===== src/rtl/irq_entry_ctrl_pkg.sv =====
// Shared MCU definitions for the interrupt-entry controller:
// `XLEN, the mtvec mode constants and the controller state encodings.
// Optional feature macro: IRQ_ENTRY_WFI_EN (adds the SLEEP state).
`ifndef XLEN
`define XLEN 32
`endif

package irq_entry_ctrl_pkg;

  // mtvec[1:0] mode field; any other value behaves as DIRECT
  localparam logic [1:0] MTVEC_DIRECT   = 2'd0;
  localparam logic [1:0] MTVEC_VECTORED = 2'd1;

  // Flush counter holds 0..3, enough for FLUSH_CYC of 1..4
  localparam int FLUSH_CNT_W = 2;

  typedef enum logic [2:0] {
    ST_IDLE      = 3'd0,
    ST_WAIT_SAFE = 3'd1,
    ST_FLUSH     = 3'd2,
    ST_TRAP      = 3'd3
`ifdef IRQ_ENTRY_WFI_EN
    ,
    ST_SLEEP     = 3'd4
`endif
  } irq_state_e;

  // Byte offset of a vectored entry: 4 bytes per cause code
  function automatic logic [`XLEN-1:0] vec_offset(input logic [3:0] code);
    return {{(`XLEN-6){1'b0}}, code, 2'b00};
  endfunction

endpackage


===== src/rtl/irq_entry_ctrl_vec_calc.sv =====
// Trap-vector address calculator (purely combinational).
// DIRECT: base; VECTORED: base + 4*cause[3:0]; other modes act as DIRECT.
// Sums wrap modulo 2^XLEN.
`ifndef XLEN
`define XLEN 32
`endif

module irq_vec_calc
  import irq_entry_ctrl_pkg::*;
(
  input  logic [`XLEN-1:0] mtvec,
  input  logic [3:0]       cause_code,
  output logic [`XLEN-1:0] vec_addr
);

  logic [`XLEN-1:0] base_s;

  // Select the entry address from the mtvec mode field
  always_comb begin
    base_s   = {mtvec[`XLEN-1:2], 2'b00};
    vec_addr = base_s;
    case (mtvec[1:0])
      MTVEC_VECTORED: vec_addr = base_s + vec_offset(cause_code);
      MTVEC_DIRECT:   vec_addr = base_s;
      default:        vec_addr = base_s;
    endcase
  end

endmodule


===== src/rtl/irq_entry_ctrl.sv =====
// Interrupt entry controller: waits for a safe commit point, flushes the
// pipe for FLUSH_CYC cycles, writes mepc/mcause and redirects the PC to
// the trap vector. Also handles MRET retirement and, when the macro
// IRQ_ENTRY_WFI_EN is defined, WFI sleep/wake.
// All outputs are registered and decoded from the next state, so each
// output is high exactly during the cycles spent in its state.
`ifndef XLEN
`define XLEN 32
`endif

module irq_entry_ctrl
  import irq_entry_ctrl_pkg::*;
#(
  parameter int FLUSH_CYC = 1
) (
  input  logic             clk,
  input  logic             rst_n,
  input  logic             irq_req,
  input  logic             wfi_irq_req,
  input  logic [`XLEN-1:0] irq_cause,
  input  logic             wfi_exec,
  input  logic             mret_exec,
  input  logic             commit_ok,
  input  logic [`XLEN-1:0] cur_pc,
  input  logic [`XLEN-1:0] mtvec,
  output logic             pipe_flush,
  output logic             pipe_stall,
  output logic             busy,
  output logic             csr_trap_we,
  output logic [`XLEN-1:0] csr_mepc,
  output logic [`XLEN-1:0] csr_mcause,
  output logic             pc_redirect_vld,
  output logic [`XLEN-1:0] pc_redirect_addr,
  output logic             mret_we,
  output logic             core_sleep
);

  // Out-of-range parameter values are clamped into 1..4
  localparam int FLUSH_N = (FLUSH_CYC < 1) ? 1 : ((FLUSH_CYC > 4) ? 4 : FLUSH_CYC);
  localparam logic [FLUSH_CNT_W-1:0] FLUSH_LAST = FLUSH_CNT_W'(FLUSH_N - 1);

  irq_state_e             state_r;
  irq_state_e             state_s;
  logic [FLUSH_CNT_W-1:0] flush_cnt_r;
  logic [FLUSH_CNT_W-1:0] cnt_s;
  logic                   latch_cause_s;
  logic                   latch_pc_s;
  logic                   mret_pulse_s;
  logic                   flush_s;
  logic                   stall_s;
  logic                   busy_s;
  logic                   trap_s;
  logic                   sleep_s;
  logic [`XLEN-1:0]       vec_addr_s;

  // Vector is computed from the cause captured at WAIT_SAFE entry
  irq_vec_calc u_vec_calc (
    .mtvec      (mtvec),
    .cause_code (csr_mcause[3:0]),
    .vec_addr   (vec_addr_s)
  );

  // Next-state logic and capture strobes
  always_comb begin
    state_s       = state_r;
    cnt_s         = flush_cnt_r;
    latch_cause_s = 1'b0;
    latch_pc_s    = 1'b0;
    mret_pulse_s  = 1'b0;
    case (state_r)
      ST_IDLE: begin
        // MRET wins; a request seen in the same cycle is re-sampled next cycle
        if (mret_exec) begin
          mret_pulse_s = 1'b1;
        end else if (irq_req) begin
          state_s       = ST_WAIT_SAFE;
          latch_cause_s = 1'b1;
`ifdef IRQ_ENTRY_WFI_EN
        end else if (wfi_exec) begin
          state_s = ST_SLEEP;
`endif
        end else begin
          state_s = ST_IDLE;
        end
      end
      ST_WAIT_SAFE: begin
        // A withdrawn request aborts cleanly without touching the CSRs
        if (!irq_req) begin
          state_s = ST_IDLE;
        end else if (commit_ok) begin
          state_s    = ST_FLUSH;
          latch_pc_s = 1'b1;
          cnt_s      = {FLUSH_CNT_W{1'b0}};
        end else begin
          state_s = ST_WAIT_SAFE;
        end
      end
      ST_FLUSH: begin
        if (flush_cnt_r == FLUSH_LAST) begin
          state_s = ST_TRAP;
          cnt_s   = {FLUSH_CNT_W{1'b0}};
        end else begin
          cnt_s = flush_cnt_r + 2'd1;
        end
      end
      ST_TRAP: begin
        state_s = ST_IDLE;
      end
`ifdef IRQ_ENTRY_WFI_EN
      ST_SLEEP: begin
        // A wake with a pending masked request goes straight to the trap path
        if (wfi_irq_req) begin
          if (irq_req) begin
            state_s       = ST_WAIT_SAFE;
            latch_cause_s = 1'b1;
          end else begin
            state_s = ST_IDLE;
          end
        end else begin
          state_s = ST_SLEEP;
        end
      end
`endif
      default: begin
        state_s = ST_IDLE;
        cnt_s   = {FLUSH_CNT_W{1'b0}};
      end
    endcase
  end

  // Output decode of the state being entered
  always_comb begin
    flush_s = 1'b0;
    stall_s = 1'b0;
    busy_s  = 1'b1;
    trap_s  = 1'b0;
    sleep_s = 1'b0;
    case (state_s)
      ST_IDLE:      busy_s  = 1'b0;
      ST_WAIT_SAFE: stall_s = 1'b1;
      ST_FLUSH: begin
        flush_s = 1'b1;
        stall_s = 1'b1;
      end
      ST_TRAP:      trap_s  = 1'b1;
`ifdef IRQ_ENTRY_WFI_EN
      ST_SLEEP: begin
        sleep_s = 1'b1;
        stall_s = 1'b1;
      end
`endif
      default:      busy_s  = 1'b0;
    endcase
  end

  // State, flush counter and registered control outputs
  always_ff @(posedge clk or negedge rst_n) begin
    if (!rst_n) begin
      state_r         <= ST_IDLE;
      flush_cnt_r     <= {FLUSH_CNT_W{1'b0}};
      pipe_flush      <= 1'b0;
      pipe_stall      <= 1'b0;
      busy            <= 1'b0;
      csr_trap_we     <= 1'b0;
      pc_redirect_vld <= 1'b0;
      mret_we         <= 1'b0;
    end else begin
      state_r         <= state_s;
      flush_cnt_r     <= cnt_s;
      pipe_flush      <= flush_s;
      pipe_stall      <= stall_s;
      busy            <= busy_s;
      csr_trap_we     <= trap_s;
      pc_redirect_vld <= trap_s;
      mret_we         <= mret_pulse_s;
    end
  end

  // Captured trap data: cause, return PC and redirect target
  always_ff @(posedge clk or negedge rst_n) begin
    if (!rst_n) begin
      csr_mcause       <= {`XLEN{1'b0}};
      csr_mepc         <= {`XLEN{1'b0}};
      pc_redirect_addr <= {`XLEN{1'b0}};
    end else begin
      if (latch_cause_s) begin
        csr_mcause <= irq_cause;
      end
      if (latch_pc_s) begin
        csr_mepc <= cur_pc;
      end
      if (trap_s) begin
        pc_redirect_addr <= vec_addr_s;
      end
    end
  end

`ifdef IRQ_ENTRY_WFI_EN
  logic core_sleep_r;

  // Sleep indicator follows SLEEP state entry/exit
  always_ff @(posedge clk or negedge rst_n) begin
    if (!rst_n) begin
      core_sleep_r <= 1'b0;
    end else begin
      core_sleep_r <= sleep_s;
    end
  end

  assign core_sleep = core_sleep_r;
`else
  // WFI acts as a NOP; the wake inputs have no function in this build
  logic unused_wfi_s;
  logic unused_sleep_s;
  assign unused_wfi_s   = wfi_exec | wfi_irq_req;
  assign unused_sleep_s = sleep_s;
  assign core_sleep     = 1'b0;
`endif

endmodule


===== config.mk =====
export PLATFORM = sky130hd
export DESIGN_NAME = irq_entry_ctrl
export DESIGN_NICKNAME = d
export VERILOG_FILES = /design/src/rtl/irq_entry_ctrl_pkg.sv /design/src/rtl/irq_entry_ctrl_vec_calc.sv /design/src/rtl/irq_entry_ctrl.sv
export SDC_FILE = /design/constraint.sdc
export NUM_CORES = 1
export LEC_CHECK = 0
export CORE_ASPECT_RATIO = 1.75
export CORE_MARGIN = 4
export CORE_UTILIZATION = 35
export CTS_CLUSTER_SIZE = 12
export DETAILED_ROUTE_END_ITERATION = 7
export PLACE_DENSITY_LB_ADDON = 0.2
export RECOVER_POWER = 100
export SETUP_SLACK_MARGIN = 0.05
export SYNTH_ARGS = -nofsm -noshare
export SYNTH_HDL_FRONTEND = slang
export SYNTH_SLANG_ARGS = --single-unit
export TNS_END_PERCENT = 20

===== constraint.sdc =====
create_clock -name clk -period 3.7 [get_ports clk]
set_clock_uncertainty 0.2 [all_clocks]
set_input_delay 0.925 -clock clk [delete_from_list [all_inputs] [get_ports clk]]
set_output_delay 0.925 -clock clk [all_outputs]
set_load 0.03 [all_outputs]

### After elaboration in Yosys (flattened, before gate mapping)

Index checks and enable logic that the tools add are counted.

* output and inout bits: 103
* memory bits (writable): 0
* bits in read-only memories: 0
* bits in latches: 0
* flip-flop bits (word level): 106
* memories kept: 0
* logic and storage cells: 51

* add/subtract/negate cells: 2
* eq/ne operators: 9
* $mul: 0
* magnitude comparators: 0
* mux-type cells: 23
* shifts and indexed selects: 0
* bitwise gates (word level): 1
* reductions and logical operators: 6
* divide/modulo/power cells: 0

Operators by type and width (number)
* adder 32 x 6 -> 32 bit: 1
* two-way mux 32 bit: 1
* two-way mux 1 bit: 13
* == test 3 x 2 -> 1 bit, second input constant: 4
* two-way mux 2 bit: 5
* case mux 3 bit (3 select lines): 1
* == test 3 x 1 -> 1 bit, second input constant: 2
* two-way mux 3 bit: 2
* case mux 2 bit (3 select lines): 1
* inequality test 2 bit, second input constant: 2
* OR reduction 2 bit: 2
* logical NOT 3 bit: 1
* AND reduction 3 bit: 1
* OR reduction 3 bit: 1
* adder 2 x 1 -> 2 bit, second input constant: 1
* == test 2 x 1 -> 1 bit, second input constant: 1
* logical NOT 2 bit: 1
* inverter 1 bit: 1

### Depth between registers and ports, before layout

Gate-level depths: netlist (run 1).

* depth after elaboration: 6
* mapped depth: 8
* gate-level depth less buffers: 7

### Cells and area by module

A second synthesis (run 1) with hierarchy kept.

* cells, all modules: 345
* area, all modules: 4986.0 um2

Modules (own cells, without submodules)
* irq_entry_ctrl: times used 1, seq. area each 2652.5 um2, cells an instance 243, area each 4135.2 um2
* irq_vec_calc: times used 1, seq. area each 0.0 um2, cells an instance 102, area each 850.8 um2

### Least setup slack after synthesis (run 1)

OpenSTA, ideal clock, no wires.

* path kind: input to register
* from: input mtvec[2]
* to: register pc_redirect_addr[28]
* stages: 8
* buffers on the path: 1
* setup slack: 1015 ps
* data arrival time: 2348 ps
* library setup time: 138 ps
* required time: 3362 ps
* cell sequence: ha_1 > fa_1 > a21o_1 > a21o_1 > buf_2 > nand4_1 > xor2_1 > o21ai_0

* word-level cells in the longest chain between the ends: 2

RTL lines
* from (decl): line irq_entry_ctrl.sv:25 `` input logic [`XLEN-1:0] mtvec, ``
* adder 32 x 6 -> 32 bit: line irq_entry_ctrl_vec_calc.sv:23 `MTVEC_VECTORED: vec_addr = base_s + vec_offset(cause_code);`
* two-way mux 32 bit: line irq_entry_ctrl_vec_calc.sv:22 `case (mtvec[1:0])`
* to (signal assigned): line irq_entry_ctrl.sv:184 `` pc_redirect_addr <= {`XLEN{1'b0}}; ``
* to (signal assigned): line irq_entry_ctrl.sv:193 `pc_redirect_addr <= vec_addr_s;`
* to (decl): line irq_entry_ctrl.sv:33 `` output logic [`XLEN-1:0] pc_redirect_addr, ``

Every way passes these cells.
A chain may end at the register's enable or synchronous reset.

### Worst setup path in the final report (run 1)

* from: input mtvec[3]
* to: register pc_redirect_addr[23]

Same word-level chain as after synthesis.

==> impl_metrics.csv, run 1 <==
group,metric,value,unit
global_routing,use_met3,3.641,%
finish,multi_input_comb_area,0.001859,mm2
global_routing,gr-usage-met1,16.52,%
clock_tree,postCtsSetupBuffers,0,
global_routing,busiest_layer,"met2",
yosys,mappedNetlistArea,0.004582,mm2
setup_path,r2r_end,"pipe_stall$_DFF_PN0_",
sta,achievable_clock_frequency,0.3059,GHz
setup_path,timing.reg2reg.setup_slack,0.98,ns
placement,dpl.cell_count,732,
min_path,worst_hold_startpoint,"pc_redirect_addr[19]$_DFFE_PN0P_",
yosys,top_area_cells_in_the_synthesized_netlist,"sky130_fd_sc_hd__dfrtp_1, sky130_fd_sc_hd__mux2_2, sky130_fd_sc_hd__xor2_1",
yosys,synth_compound_gate_area_share,5.571,%
finish,most_used_cells_in_the_layout_excluding_fill_and_tap_cells,"sky130_fd_sc_hd__dfrtp_1, sky130_fd_sc_hd__dlygate4sd3_1, sky130_fd_sc_hd__clkdlybuf4s50_1, sky130_fd_sc_hd__mux2_2, sky130_fd_sc_hd__nand2_1",
global_routing,grt_use_total,15.77,%
floorplanning,die_width,94.49,um
finish,final_common_cell,"sky130_fd_sc_hd__dfrtp_1",
floorplanning,core_area,0.01287,mm2
global_routing,grt_pass1_wl,18730,um
sta,grt_setup_unrepaired,"no",
clock_tree,clkLatencyLatePin,0.33,ns
yosys,synth_simple_gate_area_share,11.31,%
yosys,synth_mux_area_share,16.17,%
finish,fraction_of_final_layout_cells_sized_beyond_drive_strength_1,16.12,%
status,run_status,"finished, final reports clean",
drt,drt_pass1_iterations,4,
power_and_ir_drop,p_sw_share,37.93,%
drt,dr_total_vias,3499,
yosys,synthesis.instances,374,
setup_path,critical_path_required,3.74,ns
yosys,ys_types,40,
clock_tree,clk_path_buf_depth,2,
sta,tightestPinTransition,1.392,ns
floorplanning,dieHeight,159.4,um
finish,post_layout_nonfiller_instances,748,
drt,route.detailed.wl_per_inst,15.80,um
floorplanning,floorplan.initialDensity,35.61,%
min_path,hold_path_class,"reg -> reg",
finish,filler_cell_count,1185,
power_and_ir_drop,peakVddDrop,308.4,uV
power_and_ir_drop,leakage,3.057,nW
global_routing,antenna_found_initial,0,
sta,hold_violations,0,
clock_tree,ctsRootBufferMaster,"sky130_fd_sc_hd__clkbuf_16",
yosys,synth_adder_area_share,2.075,%
yosys,syn_avg_cell_area,12.25,um2
drt,first_iter_violations,77,
sta,relative_slew_margins,7.183,%
floorplanning,die_area,0.01506,mm2
floorplanning,pin_count,206,
global_routing,first_global_vias,3668,
floorplanning,std_cell_rows,55,
setup_path,crit_path_end_kind,"flop",
finish,net_count_final,682,
placement,hpwlAfterDp,9031,um
drt,drt_wl_total,11820,um
setup_path,register_to_register_path_depth,7,
yosys,async_sr_flop_fraction,100.0,%
clock_tree,postCtsResizedCells,0,
yosys,number_of_flops_mapped_to_enable_cells_by_yosys,0,
min_path,worst_hold_path.endpoint,"pc_redirect_addr[19]$_DFFE_PN0P_",
setup_path,crit-reg2reg-launch,"flush_cnt_r[0]$_DFFE_PN0P_",
power_and_ir_drop,sequentialPowerShare,37.6,%
job,max-cap-violations,0,
yosys,dominant_combinational_cell_family_by_area_after_synthesis,"multiplexers",
clock_tree,numClockSinks,104,
sta,max_slew_violation_count,0,
setup_path,cp_max_fo,13,
power_and_ir_drop,clock_power_share,21.9,%
setup_path,setup.worst_path.class,"in -> reg",
power_and_ir_drop,power.switching,0.001597,W
global_routing,gr-total-overflow,0,
global_routing,grt_use_met2,29.82,%
power_and_ir_drop,intPower,0.002614,W
placement,gp_congestion,0.8417,
power_and_ir_drop,power_density,600.7,mW/mm2
drt,drcViolationCount,0,
finish,area_growth,53.00,%
sta,timing.setup.tns,0,ns
setup_path,critical_path.startpoint_type,"input pin",
finish,register_area,0.002603,mm2
clock_tree,cts_tree,"yes",
yosys,ys.flop_type,"sky130_fd_sc_hd__dfrtp_1",
yosys,area_share_of_the_largest_cell_type_after_synthesis,56.80,%
yosys,netlist.top_cell.by_area,"sky130_fd_sc_hd__dfrtp_1",
yosys,ys_warn_count,0,
finish,core_utilization_of_the_finished_layout,54.48,%
setup_path,critical_path_arrival,3.31,ns
sta,fin_worst_hold_slack,0.2748,ns
drt,drt-vias-per-instance,4.678,
yosys,synth-xor-area-share,5.161,%
clock_tree,htree_num_levels,3,
sta,timing.final.crit_period,3.269,ns
placement,numPortBuffers,200,
min_path,hold_depth,2,
sta,timing.final.setup_violations,0,
global_routing,grt_start_max_net_pins,64,
power_and_ir_drop,comb_power_share,40.5,%
clock_tree,ctsHoldBuffers,0,
yosys,ys_ff_latch,104,
drt,route.antenna.remaining_nets,0,
yosys,synth-seq-area-share,56.80,%
finish,diode_insertion_count_for_antenna_repair,0,
sta,period_share,88.34,%
clock_tree,clk_transition_reported_paths,0.07,ns
clock_tree,numCtsBuffers,9,
==> metrics by stage <==
step / power, W / area (um2) / setup slack, ns
2_1_floorplan: 0.002587 / 4593 / 1.015
3_3_place_gp: 0.003439 / 6748 / 0.06047
3_5_place_dp: 0.003477 / 6748 / 0.05992
4_1_cts: 0.004422 / 7039 / 0.4019
5_1_grt: 0.004438 / 7010 / 0.1663
6_report: 0.004211 / 7010 / 0.4313
==> cells in the mapped netlist, types with 2 or more instances <==
master,instances
sky130_fd_sc_hd__o21ai_0,23
sky130_fd_sc_hd__dfrtp_1,104
sky130_fd_sc_hd__mux2_2,63
sky130_fd_sc_hd__a21o_1,3
sky130_fd_sc_hd__o21ai_2,4
sky130_fd_sc_hd__a22oi_1,2
sky130_fd_sc_hd__mux2i_1,2
sky130_fd_sc_hd__ha_1,6
sky130_fd_sc_hd__nor2b_1,3
sky130_fd_sc_hd__nand2b_1,3
sky130_fd_sc_hd__clkbuf_1,8
sky130_fd_sc_hd__buf_4,4
sky130_fd_sc_hd__nand2_1,38
sky130_fd_sc_hd__a211oi_1,2
sky130_fd_sc_hd__nor3_1,3
sky130_fd_sc_hd__and3_1,4
sky130_fd_sc_hd__nand4_1,15
sky130_fd_sc_hd__and2_1,5
sky130_fd_sc_hd__nor2_1,10
sky130_fd_sc_hd__buf_2,8
sky130_fd_sc_hd__nand3_1,10
sky130_fd_sc_hd__nand3b_1,3
sky130_fd_sc_hd__xor2_1,24
sky130_fd_sc_hd__xnor2_1,3
sky130_fd_sc_hd__o21ai_1,5
sky130_fd_sc_hd__inv_1,5
==> state kept, by name, indices dropped and copies added (netlist names) <==
| register | count |
|---|---|
| csr_mcause | 32 |
| csr_mepc | 32 |
| pc_redirect_addr | 30 |
| state_r | 3 |
| flush_cnt_r | 2 |
| busy | 1 |
| mret_we | 1 |
| pc_redirect_vld | 1 |
| pipe_flush | 1 |
| pipe_stall | 1 |
==> worst max-delay path: stages <==
cell and delay (ns):
sky130_fd_sc_hd__clkdlybuf4s50_1 0.49, sky130_fd_sc_hd__ha_1 0.35, sky130_fd_sc_hd__a211oi_1 0.09, sky130_fd_sc_hd__o21bai_1 0.88, sky130_fd_sc_hd__nand4_1 0.21, sky130_fd_sc_hd__xor2_1 0.18, sky130_fd_sc_hd__o21ai_0 0.17
==> per-layer routing <==
layer  up-vias  routed length [um]
met5         -                   0
met4         0                 245
met3        17                 759
met2       123                6630
met1      1661                4179
li1       1698                   -
==> area by class of cell <==
cell class | instances | area share [%]
well taps | 171 | 3.052
repair buffers | 205 | 28.88
flip-flops and latches | 104 | 37.12
inverters | 5 | 0.2677
multi-input cells | 247 | 26.52
clock inverters | 7 | 0.9459
clock buffers | 9 | 3.213
==> cell families after synthesis <==
logic type / count (synthesis)
compound gates: 43
xor+xnor: 27
fa+ha+maj: 7
buf+inv: 26
flops: 104
mux: 66
other cells: 1
simple gates: 100
==> power by group through the flow <==
stage | sequential, W | combinational [W] | clock [W]
6_report | 0.00158 | 0.00171 | 0.000921
5_1_grt | 0.00163 | 0.00181 | 0.00100
4_1_cts | 0.00160 | 0.00185 | 0.000962
3_5_place_dp | 0.00163 | 0.00185 | 0
3_3_place_gp | 0.00161 | 0.00183 | 0
2_1_floorplan | 0.00223 | 0.000356 | 0
==> worst max-delay path by stage <==
stage / from / to / slack (ns) / cells after the start
floorplan: mtvec[2] / pc_redirect_addr[28]$_DFFE_PN0P_ / 1.01 / 8
global placement: mtvec[4] / pc_redirect_addr[31]$_DFFE_PN0P_ / 0.06 / 7
detailed placement: mtvec[3] / pc_redirect_addr[31]$_DFFE_PN0P_ / 0.06 / 7
CTS: mtvec[3] / pc_redirect_addr[31]$_DFFE_PN0P_ / 0.40 / 7
global route: rst_n / mret_we$_DFF_PN0_ / 0.17 / 2
finish: mtvec[3] / pc_redirect_addr[23]$_DFFE_PN0P_ / 0.43 / 7
Power figures use the tool's default switching activity.
==> run 2, diff against run 1 <==
--- a/config.mk
+++ b/config.mk
@@ -10,6 +10,7 @@
 export CORE_UTILIZATION = 35
 export CTS_CLUSTER_SIZE = 12
 export DETAILED_ROUTE_END_ITERATION = 7
+export HOLD_SLACK_MARGIN = 0.1
 export PLACE_DENSITY_LB_ADDON = 0.2
 export RECOVER_POWER = 100
 export SETUP_SLACK_MARGIN = 0.05
==> results of run 2 <==
Same layout as run 1: the final DEF is identical, and so are final timing and power.
==> run 3, diff against run 2 <==
--- a/config.mk
+++ b/config.mk
@@ -10,6 +10,7 @@
 export CORE_UTILIZATION = 35
 export CTS_CLUSTER_SIZE = 12
 export DETAILED_ROUTE_END_ITERATION = 7
+export GPL_TIMING_DRIVEN = 1
 export HOLD_SLACK_MARGIN = 0.1
 export PLACE_DENSITY_LB_ADDON = 0.2
 export RECOVER_POWER = 100
==> results of run 3 <==
Same layout as run 1: the final DEF is identical, and so are final timing and power.
